**config.mk**
```make
export PLATFORM = sky130hd
export DESIGN_NAME = video_tile_integrator
export DESIGN_NICKNAME = d
export VERILOG_FILES = /design/src/rtl/video_tile_integrator.sv
export SDC_FILE = /design/constraint.sdc
export NUM_CORES = 2
export LEC_CHECK = 0
export ABC_AREA = 1
export CELL_PAD_IN_SITES_DETAIL_PLACEMENT = 0
export CELL_PAD_IN_SITES_GLOBAL_PLACEMENT = 2
export CORE_MARGIN = 4
export CORE_UTILIZATION = 23
export CTS_CLUSTER_DIAMETER = 150
export DETAILED_ROUTE_END_ITERATION = 8
export HOLD_SLACK_MARGIN = 0.03
export PLACE_DENSITY = 0.63
export SYNTH_ARGS = -nofsm -noshare
export SYNTH_HDL_FRONTEND = slang
export SYNTH_SLANG_ARGS = --single-unit
export TNS_END_PERCENT = 20
```
**constraint.sdc**
```tcl
create_clock -name clk -period 11.9 [get_ports clk]
set_input_delay 1.19 -clock clk [delete_from_list [all_inputs] [get_ports clk]]
set_output_delay 1.19 -clock clk [all_outputs]
set_load 0.02 [all_outputs]
```
**src/rtl/video_tile_integrator.sv**
```systemverilog
`default_nettype none
// ============================================================================
// Module : video_tile_integrator
// Per-tile intensity sum / threshold count over a frame, double-buffered readout.
// Rev    : 1.0
// ============================================================================
module video_tile_integrator #(
   parameter int PIX_W   = 8,
   parameter int COL_W   = 10,
   parameter int ROW_W   = 10,
   parameter int TSH_X   = 7,
   parameter int TSH_Y   = 7,
   parameter int TILES_X = 5,
   parameter int TILES_Y = 4,
   parameter int ACC_W   = 32
) (
   input  logic             clk,
   input  logic             reset_n,
   input  logic             frame_start,
   input  logic             frame_end,
   input  logic             pix_valid,
   input  logic [COL_W-1:0] pix_col,
   input  logic [ROW_W-1:0] pix_row,
   input  logic [PIX_W-1:0] pix_data,
   input  logic             mode,
   input  logic [PIX_W-1:0] thresh,
   input  logic             rd_req,
   input  logic [7:0]       rd_idx,
   output logic             rd_valid,
   output logic [ACC_W-1:0] rd_data,
   output logic             frame_done,
   output logic [15:0]      frame_count,
   output logic             busy,
   output logic             sat_flag
);

   localparam int          c_NT     = TILES_X * TILES_Y;
   localparam int          c_IDX_W  = (c_NT > 1) ? $clog2(c_NT) : 1;
   localparam int          c_TX_W   = COL_W - TSH_X;
   localparam int          c_TY_W   = ROW_W - TSH_Y;
   localparam int          c_SUM_W  = ACC_W + 1;
   localparam logic [31:0] c_TX_LIM = 32'(TILES_X);
   localparam logic [31:0] c_TY_LIM = 32'(TILES_Y);
   localparam logic [31:0] c_NT_LIM = 32'(c_NT);

   localparam logic [2:0] c_IDLE   = 3'd0;
   localparam logic [2:0] c_ACCUM  = 3'd1;
   localparam logic [2:0] c_DRAIN1 = 3'd2;
   localparam logic [2:0] c_DRAIN2 = 3'd3;
   localparam logic [2:0] c_COMMIT = 3'd4;

   logic [2:0]         state_q, state_d;
   logic               w_clear, w_open, w_commit;

   logic               mode_q;
   logic [PIX_W-1:0]   thr_q;
   logic               s1_valid_q;
   logic [c_IDX_W-1:0] s1_idx_q;
   logic [PIX_W-1:0]   s1_contrib_q;
   logic [ACC_W-1:0]   acc_q [c_NT];
   logic [ACC_W-1:0]   res_q [c_NT];
   logic               sat_q;

   // ---------------- FSM ----------------
   always_ff @(posedge clk or negedge reset_n) begin
      if (!reset_n) state_q <= c_IDLE;
      else          state_q <= state_d;
   end

   always_comb begin
      state_d = state_q;
      case (state_q)
         c_IDLE:   if (frame_start) state_d = c_ACCUM;
         c_ACCUM:  if (!frame_start && frame_end) state_d = c_DRAIN1;
         c_DRAIN1: state_d = c_DRAIN2;
         c_DRAIN2: state_d = c_COMMIT;
         c_COMMIT: state_d = c_IDLE;
         default:  state_d = c_IDLE;
      endcase
   end

   // w_clear restarts accumulation; w_open admits the current cycle's pixel
   always_comb begin
      busy       = 1'b0;
      frame_done = 1'b0;
      w_clear    = 1'b0;
      w_open     = 1'b0;
      w_commit   = 1'b0;
      case (state_q)
         c_IDLE: begin
            w_clear = frame_start;
            w_open  = frame_start;
         end
         c_ACCUM: begin
            busy    = 1'b1;
            w_clear = frame_start;
            w_open  = 1'b1;
         end
         c_DRAIN1, c_DRAIN2: busy = 1'b1;
         c_COMMIT: begin
            frame_done = 1'b1;
            w_commit   = 1'b1;
         end
         default: ;
      endcase
   end

   // ---------------- Stage 1: tile lookup and contribution ----------------
   logic [c_TX_W-1:0]  w_tx;
   logic [c_TY_W-1:0]  w_ty;
   logic               w_in_range;
   logic [c_IDX_W-1:0] w_idx;
   logic               w_mode;
   logic [PIX_W-1:0]   w_thr;
   logic [PIX_W-1:0]   w_contrib;

   assign w_tx       = pix_col[COL_W-1:TSH_X];
   assign w_ty       = pix_row[ROW_W-1:TSH_Y];
   assign w_in_range = (32'(w_tx) < c_TX_LIM) && (32'(w_ty) < c_TY_LIM);
   assign w_idx      = c_IDX_W'(32'(w_ty) * c_TX_LIM + 32'(w_tx));
   // the frame_start pixel already uses the newly sampled mode/threshold
   assign w_mode     = w_clear ? mode   : mode_q;
   assign w_thr      = w_clear ? thresh : thr_q;
   assign w_contrib  = w_mode ? PIX_W'(pix_data >= w_thr) : pix_data;

   always_ff @(posedge clk or negedge reset_n) begin
      if (!reset_n) begin
         mode_q       <= 1'b0;
         thr_q        <= '0;
         s1_valid_q   <= 1'b0;
         s1_idx_q     <= '0;
         s1_contrib_q <= '0;
      end else begin
         s1_valid_q   <= pix_valid && w_open && w_in_range;
         s1_idx_q     <= w_idx;
         s1_contrib_q <= w_contrib;
         if (w_clear) begin
            mode_q <= mode;
            thr_q  <= thresh;
         end
      end
   end

   // ---------------- Stage 2: saturating accumulate ----------------
   logic [ACC_W-1:0]   w_cur;
   logic [c_SUM_W-1:0] w_sum;
   logic               w_ovf;
   logic [ACC_W-1:0]   w_new;

   assign w_cur = acc_q[s1_idx_q];
   assign w_sum = {1'b0, w_cur} + c_SUM_W'(s1_contrib_q);
   assign w_ovf = w_sum[ACC_W];
   assign w_new = w_ovf ? {ACC_W{1'b1}} : w_sum[ACC_W-1:0];

   // a clear also discards whatever pre-restart pixel sits in stage 1
   always_ff @(posedge clk or negedge reset_n) begin
      if (!reset_n) begin
         for (int i = 0; i < c_NT; i++) acc_q[i] <= '0;
         sat_q <= 1'b0;
      end else if (w_clear) begin
         for (int i = 0; i < c_NT; i++) acc_q[i] <= '0;
         sat_q <= 1'b0;
      end else if (s1_valid_q) begin
         acc_q[s1_idx_q] <= w_new;
         if (w_ovf) sat_q <= 1'b1;
      end
   end

   // ---------------- Result bank and readout ----------------
   always_ff @(posedge clk or negedge reset_n) begin
      if (!reset_n) begin
         for (int i = 0; i < c_NT; i++) res_q[i] <= '0;
         frame_count <= '0;
         sat_flag    <= 1'b0;
      end else if (w_commit) begin
         for (int i = 0; i < c_NT; i++) res_q[i] <= acc_q[i];
         frame_count <= frame_count + 16'd1;
         sat_flag    <= sat_q;
      end
   end

   always_ff @(posedge clk or negedge reset_n) begin
      if (!reset_n) begin
         rd_valid <= 1'b0;
         rd_data  <= '0;
      end else begin
         rd_valid <= rd_req;
         if (rd_req) begin
            rd_data <= ({24'd0, rd_idx} < c_NT_LIM) ? res_q[c_IDX_W'(rd_idx)] : '0;
         end
      end
   end

endmodule
`default_nettype wire

```
==> flow_metrics.py <==
metrics = {
    "status": {
        "status": "finished clean",
    },
    "floorplan": {
        "io_pins": 103,
        "die_x_um": 537,
        "dieArea_mm2": 0.289,
        "core_mm2": 0.279,
        "die_h_um": 537,
        "num_rows": 194,
        "start_util": 0.231,
    },
    "critical_path": {
        "r2r_start": "s1_idx_q[0]",
        "setup.worst_path.class": "reg2reg",
        "cp_slowest_cell": "nand3_1",
        "start_kind": "flop",
        "startpoint": "s1_idx_q[0]",
        "cp-end-kind": "flop",
        "r2r_cells": 20,
        "cp_data_arrival_time_ns": 7.74,
        "crit_path_frequent_cell": "nand2_1",
        "cp_max_fo": 35,
        "r2r-end": "acc_q[207]",
        "cp_cell_sequence": "nand2_4, buf_4, buf_4, o22ai_1, o21ai_0, nand3_1, ha_1, nand3_1, nand3_1, nand2_1, nand2_1, a21oi_1, nor2_1, nand2_1, inv_1, nand2_1, nand2_1, nand3_1, nand2_1, nand2_1",
        "rrSetupSlack_ns": 4.84,
        "max_stage_delay_ns": 0.87,
        "crit_path_end": "acc_q[207]",
        "crit_required_ns": 12.58,
    },
    "finish": {
        "drive_gt1_frac": 0.0593,
        "area_growth_pct": 15.1,
        "final_common_cell": "nand2_1",
        "fin_nets": 8270,
        "final_cell_mix": "nand2_1, dfrtp_1, o21ai_0, nor2_1, inv_1",
        "design_area_mm2": 0.0742,
    },
    "route": {
        "wl_per_cell_um": 21.6,
        "wl_mm": 260,
        "drt.antenna.violating_nets": 0,
        "vias_per_cell": 4.59,
        "num_vias": 55300,
        "drt_pass1_iterations": 8,
        "drc": 0,
        "drt_iter0_markers": 4660,
    },
    "yosys": {
        "synth.yosys.warnings": 0,
        "postSynthNetCount": 8434,
        "synth_top_cell_by_area": "dfrtp_1",
        "ys_seq_elements": 1357,
        "synthesis.area_mm2": 0.0645,
        "netlist_instances": 8356,
        "yosys-top-cells-area": "dfrtp_1, nand2_1, o21ai_0",
        "ys_types": 43,
        "synth-main-ff-cell": "dfrtp_1",
        "ys_async_sr_fraction": 1.00,
        "syn_area_per_cell_um2": 7.71,
        "synth_top_area_share": 0.527,
        "synth_edf_count": 0,
        "ys_seq_area_frac": 0.527,
    },
    "global_route": {
        "grtUsageTotal": 0.177,
        "grt_overflow": 0,
        "antenna_found_initial": 10,
        "grt_pass1_wl_mm": 383,
        "grt_max_degree": 167,
        "grt_pass1_vias": 55100,
    },
    "timing": {
        "finalSetupViolations": 0,
        "finalHoldViolCount": 0,
        "relSlewSlack": 0.175,
        "post-route-period-util": 0.594,
        "rsz0062_at_grt": "no",
        "finalMaxSlewViolations": 0,
        "finalCriticalPeriod_ns": 7.06,
        "fin_worst_skew_ns": 0.0459,
        "setup_ws_ns": 4.84,
        "tns_ns": 0,
        "worst_slew_pin_slew_ns": 1.23,
        "fmax_mhz": 142,
    },
    "clock_tree": {
        "htreeDepth": 4,
        "hold_buffers": 0,
        "cts_inserted_buffers": 166,
        "path_clk_slew_ns": 0.06,
        "post_cts_resize_count": 0,
        "post_cts_buffers": 0,
        "ctsRootBufferMaster": "clkbuf_16",
        "cts_tree": "done",
        "ctsLongestPathBuffers": 4,
        "clock-sinks": 1357,
        "clk_latency_ns": 0.84,
    },
    "placement": {
        "portBuffers": 88,
        "place_hpwl_mm": 156,
        "placed_area_mm2": 0.0689,
        "pre_cts_ws_ns": 4.77,
        "routabilityCongestion": 0.851,
    },
    "power_and_ir_drop": {
        "peakVddDrop_v": 0.0000990,
        "power.static_leakage_nw": 35.1,
        "powerDensity_mw_per_mm2": 156,
    },
    "flow_run": {
        "cap_violations": 0,
    },
    "min_path": {
        "hp-class": "in2async",
    },
}
how the worst min path moves through the flow:
stage | startpoint | end
2_1_floorplan | sat_q | sat_q
3_3_place_gp | res_q[312] | res_q[312]
3_5_place_dp | sat_q | sat_q
4_1_cts | reset_n | acc_q[135]
5_1_grt | reset_n | acc_q[135]
6_report | reset_n | acc_q[135]
flip-flops by register name, indices dropped and copies added (netlist names), 3 cells and up:
| name | count |
|---|---|
| acc_q | 640 |
| frame_count | 16 |
| rd_data | 32 |
| res_q | 640 |
| s1_contrib_q | 8 |
| s1_idx_q | 5 |
| state_q | 3 |
| thr_q | 8 |
area by class of cell:
| class | count | area (um^2) |
|---|---|---|
| Timing Repair Buffer | 229 | 2050 |
| Antenna cell | 3 | 7.51 |
| Sequential cell | 1357 | 34000 |
| Multi-Input combinational cell | 5876 | 26100 |
| Fill cell | 30700 | 205000 |
| Clock buffer | 259 | 4950 |
| Tap cell | 3724 | 4660 |
| Inverter | 562 | 2130 |
| Clock inverter | 28 | 343 |
metrics by stage:
step	power (W)	utilization	hold slack, ns	cells
after CTS	0.0118	0.266	0.343	12000
after global routing	0.0121	0.266	0.384	12000
final	0.0116	0.266	0.330	12000
after floorplan	0.00565	-	0.442	8356
after detailed placement	0.00666	0.247	0.460	11700
after global placement	0.00666	0.247	0.457	11700
Yosys cell counts, types with 30 or more instances:
cell type / number
o32ai_1: 114
o21ai_0: 815
o221ai_1: 54
o22ai_1: 61
nand2_1: 3517
nor3_1: 36
nand2_2: 34
a31oi_1: 35
nand3_1: 124
nor2_1: 600
a21oi_1: 55
o21ai_1: 237
buf_2: 86
buf_4: 66
dfrtp_1: 1357
buf_1: 30
mux2i_1: 46
inv_1: 527
clkbuf_1: 373
worst max-delay path: cells and delay by family (launching register included):
kind | cells | cell delay, ns
buffers and inverters | 3 | 1.38
DFF | 1 | 0.65
and+or+nand+nor | 13 | 3.74
AOI/OAI and AO/OA | 3 | 0.64
adders and majority gates | 1 | 0.38
cell families (layout without fill, tap and decap cells):
group	count (synthesis)	count (layout)	share of synthesized area
and+or+nand+nor	4364	4364	0.262
AOI/OAI and AO/OA	1412	1412	0.123
DFF	1357	1357	0.527
buffers and inverters	1123	1078	0.0716
muxes	46	46	0.00714
adders and majority gates	27	27	0.00547
xor gates and xnor gates	27	27	0.00367
other	0	3	0
where the power goes:
group	switching, W	internal, W
Sequential	0.0000503	0.00467
Clock	0.00207	0.00299
Combinational	0.00153	0.000281
layer usage:
| metal | routed length [um] | share of wire | vias up | track usage |
|---|---|---|---|---|
| met5 | 0 | 0 | - | 0 |
| met4 | 6200 | 0.024 | 0 | 0.0459 |
| met3 | 11300 | 0.043 | 335 | 0.0181 |
| met2 | 119000 | 0.46 | 1354 | 0.287 |
| met1 | 123000 | 0.47 | 27500 | 0.252 |
| li1 | - | - | 26100 | - |
(Power assumes the default switching activity.)
